`config.mk`:
```
export PLATFORM = sky130hd
export DESIGN_NAME = spi_reg_slave
export DESIGN_NICKNAME = d
export VERILOG_FILES = /design/src/rtl/calc_spi_pkg.sv /design/src/rtl/spi_sync_edge.sv /design/src/rtl/spi_reg_slave.sv
export SDC_FILE = /design/constraint.sdc
export NUM_CORES = 1
export LEC_CHECK = 0
export BUFFER_PORTS_ARGS = -buffer_cell sky130_fd_sc_hd__buf_2
export CAP_MARGIN = 20
export CORE_MARGIN = 1.5
export CORE_UTILIZATION = 61
export DETAILED_ROUTE_END_ITERATION = 8
export GPL_TIMING_DRIVEN = 0
export HOLD_SLACK_MARGIN = 0.12
export PLACE_DENSITY_LB_ADDON = 0.08
export SLEW_MARGIN = 15
export SYNTH_ARGS = -nofsm -noshare
export SYNTH_HDL_FRONTEND = slang
export SYNTH_SLANG_ARGS = --single-unit
```
`constraint.sdc`:
```
create_clock -name clk -period 5.41 [get_ports clk]
set_clock_uncertainty 0.05 [all_clocks]
set_input_delay 0.2705 -clock clk [delete_from_list [all_inputs] [get_ports clk]]
set_output_delay 0.2705 -clock clk [all_outputs]
set_load 0.02 [all_outputs]
```
`src/rtl/calc_spi_pkg.sv`:
```
// Shared types and constants for the calculator SPI front-end.
// Register map and opcode values are those understood by the calculator core.
package calc_spi_pkg;

    localparam int ADDR_W_DEF = 7;
    localparam int DATA_W_DEF = 8;

    typedef enum logic [2:0] {
        ST_IDLE    = 3'd0,
        ST_CMD     = 3'd1,
        ST_WDATA   = 3'd2,
        ST_RFETCH  = 3'd3,
        ST_RDATA   = 3'd4,
        ST_WAIT_CS = 3'd5
    } spi_state_e;

    // Calculator register map
    localparam logic [6:0] ADDR_OPND   = 7'd1;
    localparam logic [6:0] ADDR_OPCODE = 7'd2;
    localparam logic [6:0] ADDR_RES0   = 7'd4;
    localparam logic [6:0] ADDR_RES1   = 7'd5;
    localparam logic [6:0] ADDR_RES2   = 7'd6;
    localparam logic [6:0] ADDR_RES3   = 7'd7;

    // Calculator operations
    localparam logic [7:0] OPC_ADD = 8'h10;
    localparam logic [7:0] OPC_SUB = 8'h20;
    localparam logic [7:0] OPC_MUL = 8'h30;

    // Saturating 8-bit increment, used by the abort counter
    function automatic logic [7:0] sat_inc8(input logic [7:0] v);
        return (v == 8'hFF) ? v : (v + 8'd1);
    endfunction

endpackage

```
`src/rtl/spi_sync_edge.sv`:
```
// Multi-flop synchroniser with registered rise/fall pulse detection.
// The reset value is a parameter so idle-high lines (cs_n) do not produce a
// spurious edge when reset is released.
module spi_sync_edge
    import calc_spi_pkg::*;
#(
    parameter int   STAGES  = 2,
    parameter logic RST_VAL = 1'b0
) (
    input  logic clk,
    input  logic rst_n,
    input  logic d,
    output logic level,
    output logic rise,
    output logic fall
);

    logic [STAGES-1:0] sync_q, sync_d;
    logic              prev_q, prev_d;
    logic              rise_q, rise_d;
    logic              fall_q, fall_d;

    // Next-state: shift the chain and compare the last two samples
    always_comb begin
        sync_d = {sync_q[STAGES-2:0], d};
        prev_d = sync_q[STAGES-1];
        rise_d = sync_q[STAGES-1] & ~prev_q;
        fall_d = ~sync_q[STAGES-1] & prev_q;
    end

    // Synchroniser chain and registered edge pulses
    always_ff @(posedge clk or negedge rst_n) begin
        if (!rst_n) begin
            sync_q <= {STAGES{RST_VAL}};
            prev_q <= RST_VAL;
            rise_q <= 1'b0;
            fall_q <= 1'b0;
        end else begin
            sync_q <= sync_d;
            prev_q <= prev_d;
            rise_q <= rise_d;
            fall_q <= fall_d;
        end
    end

    assign level = sync_q[STAGES-1];
    assign rise  = rise_q;
    assign fall  = fall_q;

endmodule

```
`src/rtl/spi_reg_slave.sv`:
```
// SPI register slave for the 4-bit calculator.
// Frame: R/W bit (1=read), address, data, MSB first; mosi sampled on sclk fall,
// miso driven on sclk rise. Optional feature macro: SPI_FRAME_ERR_EN adds
// frame_err / err_cnt reporting of aborted frames.
module spi_reg_slave
    import calc_spi_pkg::*;
#(
    parameter int ADDR_W      = ADDR_W_DEF,
    parameter int DATA_W      = DATA_W_DEF,
    parameter int SYNC_STAGES = 2
) (
    input  logic              clk,
    input  logic              rst_n,
    input  logic              sclk,
    input  logic              cs_n,
    input  logic              mosi,
    output logic              miso,
    output logic              wr_en,
    output logic [ADDR_W-1:0] wr_addr,
    output logic [DATA_W-1:0] wr_data,
    output logic              rd_en,
    output logic [ADDR_W-1:0] rd_addr,
    input  logic [DATA_W-1:0] rd_data,
    output logic              busy
`ifdef SPI_FRAME_ERR_EN
    ,
    output logic              frame_err,
    output logic [7:0]        err_cnt
`endif
);

    localparam int CMD_BITS   = ADDR_W + 1;
    localparam int FRAME_BITS = CMD_BITS + DATA_W;
    localparam int CNT_W      = $clog2(FRAME_BITS + 1);

    localparam logic [CNT_W-1:0] CNT_ZERO   = {CNT_W{1'b0}};
    localparam logic [CNT_W-1:0] CNT_ONE    = CNT_W'(1'b1);
    localparam logic [CNT_W-1:0] CMD_LAST   = CNT_W'(CMD_BITS - 1);
    localparam logic [CNT_W-1:0] FRAME_LAST = CNT_W'(FRAME_BITS - 1);
    localparam logic [CNT_W-1:0] FRAME_FULL = CNT_W'(FRAME_BITS);
    // Cycles after reset before the cs_n synchroniser output is trustworthy
    localparam logic [3:0]       SETTLE_CNT = 4'(SYNC_STAGES + 1);

    logic sclk_rise_s, sclk_fall_s, unused_sclk_lvl_s;
    logic cs_lvl_s, cs_rise_s, cs_fall_s;
    logic mosi_s;

    spi_sync_edge #(.STAGES(SYNC_STAGES), .RST_VAL(1'b0)) u_sclk_sync (
        .clk   (clk),
        .rst_n (rst_n),
        .d     (sclk),
        .level (unused_sclk_lvl_s),
        .rise  (sclk_rise_s),
        .fall  (sclk_fall_s)
    );

    spi_sync_edge #(.STAGES(SYNC_STAGES), .RST_VAL(1'b1)) u_cs_sync (
        .clk   (clk),
        .rst_n (rst_n),
        .d     (cs_n),
        .level (cs_lvl_s),
        .rise  (cs_rise_s),
        .fall  (cs_fall_s)
    );

    // mosi gets one stage more than the edge path so it lines up with the
    // registered sclk_fall pulse
    logic [SYNC_STAGES:0] mosi_sync_q, mosi_sync_d;
    assign mosi_s = mosi_sync_q[SYNC_STAGES];

    spi_state_e        state_q, state_d;
    logic              armed_q, armed_d;
    logic [3:0]        settle_q, settle_d;
    logic [CNT_W-1:0]  bit_cnt_q, bit_cnt_d;
    logic [CMD_BITS-1:0] cmd_sr_q, cmd_sr_d;
    logic [DATA_W-1:0] data_sr_q, data_sr_d;
    logic [DATA_W-1:0] tx_sr_q, tx_sr_d;
    logic              miso_q, miso_d;
    logic              wr_en_q, wr_en_d;
    logic [ADDR_W-1:0] wr_addr_q, wr_addr_d;
    logic [DATA_W-1:0] wr_data_q, wr_data_d;
    logic              rd_en_q, rd_en_d;
    logic [ADDR_W-1:0] rd_addr_q, rd_addr_d;
    logic              busy_q, busy_d;
    logic              settled_s;
`ifdef SPI_FRAME_ERR_EN
    logic              frame_err_q, frame_err_d;
    logic [7:0]        err_cnt_q, err_cnt_d;
`endif

    assign settled_s = (settle_q == SETTLE_CNT);

    // Frame FSM next-state: sclk edges drive the shift registers, cs_n rise
    // ends the frame after any same-cycle sclk fall has been applied
    always_comb begin
        mosi_sync_d = {mosi_sync_q[SYNC_STAGES-1:0], mosi};
        settle_d    = settled_s ? settle_q : (settle_q + 4'd1);
        state_d     = state_q;
        armed_d     = armed_q;
        bit_cnt_d   = bit_cnt_q;
        cmd_sr_d    = cmd_sr_q;
        data_sr_d   = data_sr_q;
        tx_sr_d     = tx_sr_q;
        miso_d      = miso_q;
        wr_en_d     = 1'b0;
        wr_addr_d   = wr_addr_q;
        wr_data_d   = wr_data_q;
        rd_en_d     = 1'b0;
        rd_addr_d   = rd_addr_q;
`ifdef SPI_FRAME_ERR_EN
        frame_err_d = 1'b0;
        err_cnt_d   = err_cnt_q;
`endif

        case (state_q)
            ST_IDLE: begin
                if (armed_q && cs_fall_s) begin
                    state_d   = ST_CMD;
                    bit_cnt_d = CNT_ZERO;
                    armed_d   = 1'b0;
                end else begin
                    armed_d = armed_q | (settled_s & cs_lvl_s);
                end
            end
            ST_CMD: begin
                if (sclk_fall_s) begin
                    cmd_sr_d  = {cmd_sr_q[CMD_BITS-2:0], mosi_s};
                    bit_cnt_d = bit_cnt_q + CNT_ONE;
                    if (bit_cnt_q == CMD_LAST) begin
                        if (cmd_sr_d[CMD_BITS-1]) begin
                            rd_en_d   = 1'b1;
                            rd_addr_d = cmd_sr_d[ADDR_W-1:0];
                            state_d   = ST_RFETCH;
                        end else begin
                            state_d = ST_WDATA;
                        end
                    end else begin
                        state_d = ST_CMD;
                    end
                end else begin
                    state_d = ST_CMD;
                end
            end
            ST_RFETCH: begin
                // rd_data is valid one clock after the cycle rd_en was high
                if (!rd_en_q) begin
                    tx_sr_d = rd_data;
                    state_d = ST_RDATA;
                end else begin
                    state_d = ST_RFETCH;
                end
            end
            ST_RDATA: begin
                if (sclk_rise_s) begin
                    miso_d  = tx_sr_q[DATA_W-1];
                    tx_sr_d = {tx_sr_q[DATA_W-2:0], 1'b0};
                end else begin
                    tx_sr_d = tx_sr_q;
                end
                if (sclk_fall_s) begin
                    bit_cnt_d = bit_cnt_q + CNT_ONE;
                    state_d   = (bit_cnt_q == FRAME_LAST) ? ST_WAIT_CS : ST_RDATA;
                end else begin
                    state_d = ST_RDATA;
                end
            end
            ST_WDATA: begin
                if (sclk_fall_s) begin
                    data_sr_d = {data_sr_q[DATA_W-2:0], mosi_s};
                    bit_cnt_d = bit_cnt_q + CNT_ONE;
                    if (bit_cnt_q == FRAME_LAST) begin
                        wr_en_d   = 1'b1;
                        wr_addr_d = cmd_sr_q[ADDR_W-1:0];
                        wr_data_d = data_sr_d;
                        state_d   = ST_WAIT_CS;
                    end else begin
                        state_d = ST_WDATA;
                    end
                end else begin
                    state_d = ST_WDATA;
                end
            end
            ST_WAIT_CS: begin
                state_d = ST_WAIT_CS;
            end
            default: begin
                state_d = ST_IDLE;
            end
        endcase

        if (cs_rise_s) begin
`ifdef SPI_FRAME_ERR_EN
            if ((state_q != ST_IDLE) && (bit_cnt_d != CNT_ZERO) && (bit_cnt_d != FRAME_FULL)) begin
                frame_err_d = 1'b1;
                err_cnt_d   = sat_inc8(err_cnt_q);
            end else begin
                frame_err_d = 1'b0;
            end
`endif
            state_d   = ST_IDLE;
            miso_d    = 1'b0;
            bit_cnt_d = CNT_ZERO;
        end else begin
            miso_d = miso_d;
        end

        busy_d = (state_d != ST_IDLE);
    end

    // State and registered outputs
    always_ff @(posedge clk or negedge rst_n) begin
        if (!rst_n) begin
            mosi_sync_q <= {(SYNC_STAGES + 1){1'b0}};
            settle_q    <= 4'd0;
            state_q     <= ST_IDLE;
            armed_q     <= 1'b0;
            bit_cnt_q   <= CNT_ZERO;
            cmd_sr_q    <= {CMD_BITS{1'b0}};
            data_sr_q   <= {DATA_W{1'b0}};
            tx_sr_q     <= {DATA_W{1'b0}};
            miso_q      <= 1'b0;
            wr_en_q     <= 1'b0;
            wr_addr_q   <= {ADDR_W{1'b0}};
            wr_data_q   <= {DATA_W{1'b0}};
            rd_en_q     <= 1'b0;
            rd_addr_q   <= {ADDR_W{1'b0}};
            busy_q      <= 1'b0;
`ifdef SPI_FRAME_ERR_EN
            frame_err_q <= 1'b0;
            err_cnt_q   <= 8'd0;
`endif
        end else begin
            mosi_sync_q <= mosi_sync_d;
            settle_q    <= settle_d;
            state_q     <= state_d;
            armed_q     <= armed_d;
            bit_cnt_q   <= bit_cnt_d;
            cmd_sr_q    <= cmd_sr_d;
            data_sr_q   <= data_sr_d;
            tx_sr_q     <= tx_sr_d;
            miso_q      <= miso_d;
            wr_en_q     <= wr_en_d;
            wr_addr_q   <= wr_addr_d;
            wr_data_q   <= wr_data_d;
            rd_en_q     <= rd_en_d;
            rd_addr_q   <= rd_addr_d;
            busy_q      <= busy_d;
`ifdef SPI_FRAME_ERR_EN
            frame_err_q <= frame_err_d;
            err_cnt_q   <= err_cnt_d;
`endif
        end
    end

    assign miso    = miso_q;
    assign wr_en   = wr_en_q;
    assign wr_addr = wr_addr_q;
    assign wr_data = wr_data_q;
    assign rd_en   = rd_en_q;
    assign rd_addr = rd_addr_q;
    assign busy    = busy_q;
`ifdef SPI_FRAME_ERR_EN
    assign frame_err = frame_err_q;
    assign err_cnt   = err_cnt_q;
`endif

endmodule

```
==> out/metrics.csv <==
stage,metric,value,unit
synthesis,synth_common_cells,"dfrtp_1 (71), mux2_2 (37), o21ai_0 (12)",
global_route,grt_pass1_vias,1957,
synthesis,yosys-top-cells-area,"dfrtp_1 (57%), mux2_2 (13%), mux2i_1 (2.6%)",
clock_network,post_cts_buffers,0,
clock_network,clockBufferDepth,2,
worst_setup_path,max_stage_delay,420,ps
global_route,grt_max_degree,41,
global_route,busiest_layer,met2,
worst_setup_path,cpMostUsedCell,ha_1,
timing,finalCritPeriodShare,0.413,
routing,routedWlPerCell,15.1,µm
die,core_area,0.00482,mm²
worst_setup_path,end_kind,register,
timing,fin_crit,2240,ps
routing,wirelength,5410,µm
synthesis,synth-xor-area-share,0.00847,
routing,post_drt_via_cell_ratio,5.57,
synthesis,syn_avg_cell_area,13.4,µm²
clock_network,clkLatencyLatePin,340,ps
clock_network,clock_sinks,74,
synthesis,synth_most_common_cell,dfrtp_1,
timing,final.setup.tns,0,ps
timing,setup_violations,0,
synthesis,synth_async_sr_flop_share,1.00,
clock_network,cts_hold_buffers,5,
synthesis,synth_top_cell_by_area,dfrtp_1,
clock_network,cts_made_buffers,9,
timing,finalHoldViolations,0,
synthesis,ys_ff_latch,74,
synthesis,syn_nets,247,
worst_setup_path,crit_chain,"ha_1, and3_1, ha_1, nand4_2, buf_2, mux2_2",
routing,drt_iter0_markers,112,
synthesis,synth_fa_ha_area_frac,0.0121,
cells_and_area,drive_gt1_frac,0.392,
global_route,use_met1,0.278,
die,die_area,0.00552,mm²
synthesis,synth-simple-area-share,0.109,
die,rows,25,
global_route,antenna_found_initial,0,
global_route,gr-total-overflow,0,
worst_setup_path,crit_path_start_kind,register,
worst_setup_path,critical_path.top_delay_family,adder cells,
cells_and_area,final_nets,302,
placed_design,place_hpwl,3510,µm
clock_network,htree_levels,3,
cells_and_area,finish.instance_area,0.00366,mm²
die,initial_core_util,0.644,
synthesis,ys_seq_area_frac,0.598,
synthesis,synth_top_area_share,0.573,
power,clockPowerShare,0.307,
worst_setup_path,path_buf_inv,1,
global_route,groute.usage.overall,0.217,
flow_run,maxCapViolCount,0,
synthesis,synth_top_family_by_area,multiplexers,
power,vdd_drop_max,281,µV
placed_design,place_area,0.00340,mm²
power,p_leak,1.82,nW
power,p_switching,0.000435,W
synthesis,yosysWarnings,0,
placed_design,post-place-ws,3160,ps
clock_network,post_cts_resized,0,
cells_and_area,area_delta_synth_final,18.0,%
global_route,grt_use_met3,0.0718,
synthesis,synth_edf_count,0,
routing,dr.pass1.iters,5,
global_route,grt_use_met2,0.347,
synthesis,syn-cell-area,0.00310,mm²
placed_design,portBuffers,38,
die,die_w,74.3,µm
power,p_int,0.00102,W
timing,slew_headroom,0.555,
timing,rsz0062_at_grt,no,
clock_network,clkTransAtPathRegs,80,ps
global_route,grt_pass1_wl,8820,µm
cells_and_area,diodes,0,
power,fin_total_pwr,0.00145,W
clock_network,cts_root_buf,clkbuf_8,
power,powerDensity,397,mW/mm²
run_status,run_status,completed,
min_path,holdCritPathClass,in -> reg,
worst_setup_path,cp_slowest_cell,dfrtp_1,
synthesis,ys.flop_type,dfrtp_1,
timing,tightest_slew,664,ps
timing,fin_ws,3170,ps
power,combPwrFrac,0.220,
clock_network,cts_tree,yes,
synthesis,yosysUniqueCellTypes,50,
worst_setup_path,worstPathArrival,2410,ps
die,die_height,74.3,µm
routing,dr_total_vias,1993,
synthesis,muxShareOfSynthArea,0.160,
timing,max_clock_freq,447,MHz
power,seqPwrFrac,0.473,
power,swShare,0.299,
timing,drv_slew,0,
worst_setup_path,worstPathRequired,5590,ps
placed_design,gp_congestion,0.882,
die,ios,39,
worst_setup_path,path_class,reg -> reg,
synthesis,synth_compound_area_frac,0.0843,
routing,detail-route-antenna-nets,0,
synthesis,synthCells,231,
routing,drc,0,
worst_setup_path,crit_path_max_fanout,10,
[layout by cell type, fill, tap and decap left out, types with 3 or more instances in the layout]
cell type	instances
mux2i_1	8
ha_1	3
nand3_1	8
a31oi_1	3
nor2_1	4
nor3b_1	3
dfrtp_1	71
buf_2	45
clkbuf_8	11
nand2b_1	3
o21ai_0	12
clkbuf_1	3
nand2_1	11
nor2b_1	4
inv_1	4
mux2_2	37
dlygate4sd3_1	5
a21oi_1	8
dfstp_2	3
[layer usage]
layer | share of wire | up-vias
met5 | 0 | -
met2 | 0.50 | 39
met1 | 0.46 | 1008
met3 | 0.033 | 7
li1 | - | 939
met4 | 0.0098 | 0
[final cells by class]
class / count / area (µm²)
tap: 67 / 83.8
buffer: 13 / 70.1
sequential: 74 / 1860
timing repair buffer: 44 / 263
clock buffer: 11 / 151
fill: 357 / 1160
clock inverter: 5 / 60.1
multi-input combinational: 140 / 1160
inverter: 4 / 15.0
[worst reg2reg max path: stages (launching register included)]
cell and delay, ps:
dfrtp_1 420, ha_1 280, and3_1 210, ha_1 260, nand4_2 230, buf_2 310
mux2_2 370
[flip-flops by register name (all words and copies together) (netlist names), 4 cells and up]
name       flops
bit_cnt_q      5
data_sr_q      7
settle_q       4
wr_data        8
cmd_sr_q       7
tx_sr_q        8
wr_addr        7
rd_addr        7
[metrics by stage]
stage	hold slack, ps	cells	utilization
floorplan	-75.1	231	-
detailed placement	199	337	0.705
CTS	152	358	0.760
global placement	283	336	0.701
global route	187	358	0.760
finish	166	358	0.760
[path summary, 6_finish.rpt]
| kind | slack, ps | from | cells past startpoint | end |
|---|---|---|---|---|
| setup reg to reg | 3170 | bit_cnt_q[0]$_DFFE_PN0P_ | 6 | wr_data[6]$_DFFE_PN0P_ |
| max in group asynchronous | 4390 | rst_n | 3 | data_sr_q[1]$_DFFE_PN0P_ |
| setup / recovery | 3170 | bit_cnt_q[0]$_DFFE_PN0P_ | 6 | wr_data[6]$_DFFE_PN0P_ |
| min in group asynchronous | 360 | rst_n | 2 | bit_cnt_q[0]$_DFFE_PN0P_ |
| hold / removal | 170 | rd_data[6] | 3 | tx_sr_q[6]$_DFFE_PN0P_ |
| hold reg to reg | 300 | mosi_sync_q[0]$_DFF_PN0_ | 0 | mosi_sync_q[1]$_DFF_PN0_ |
[cell families (layout without fill, tap and decap cells)]
| kind of cell | count (synthesis) | after routing |
|---|---|---|
| multiplexers | 45 | 45 |
| flip-flops | 74 | 74 |
| XOR/XNOR | 3 | 3 |
| adder cells (fa/ha/maj) | 3 | 3 |
| AO/OA/AOI/OAI | 39 | 39 |
| AND/OR/NAND/NOR | 50 | 50 |
| buffers and inverters | 17 | 77 |
[power by group through the flow]
| stage | Combinational [W] | Sequential [W] | Clock [W] |
|---|---|---|---|
| global placement | 0.000302 | 0.000693 | 0 |
| finish | 0.000320 | 0.000687 | 0.000447 |
| detailed placement | 0.000315 | 0.000697 | 0 |
| floorplan | 0.000240 | 0.000687 | 0 |
| global route | 0.000356 | 0.000698 | 0.000477 |
| CTS | 0.000319 | 0.000687 | 0.000454 |
Note: power is estimated with default switching activity, not from simulation.
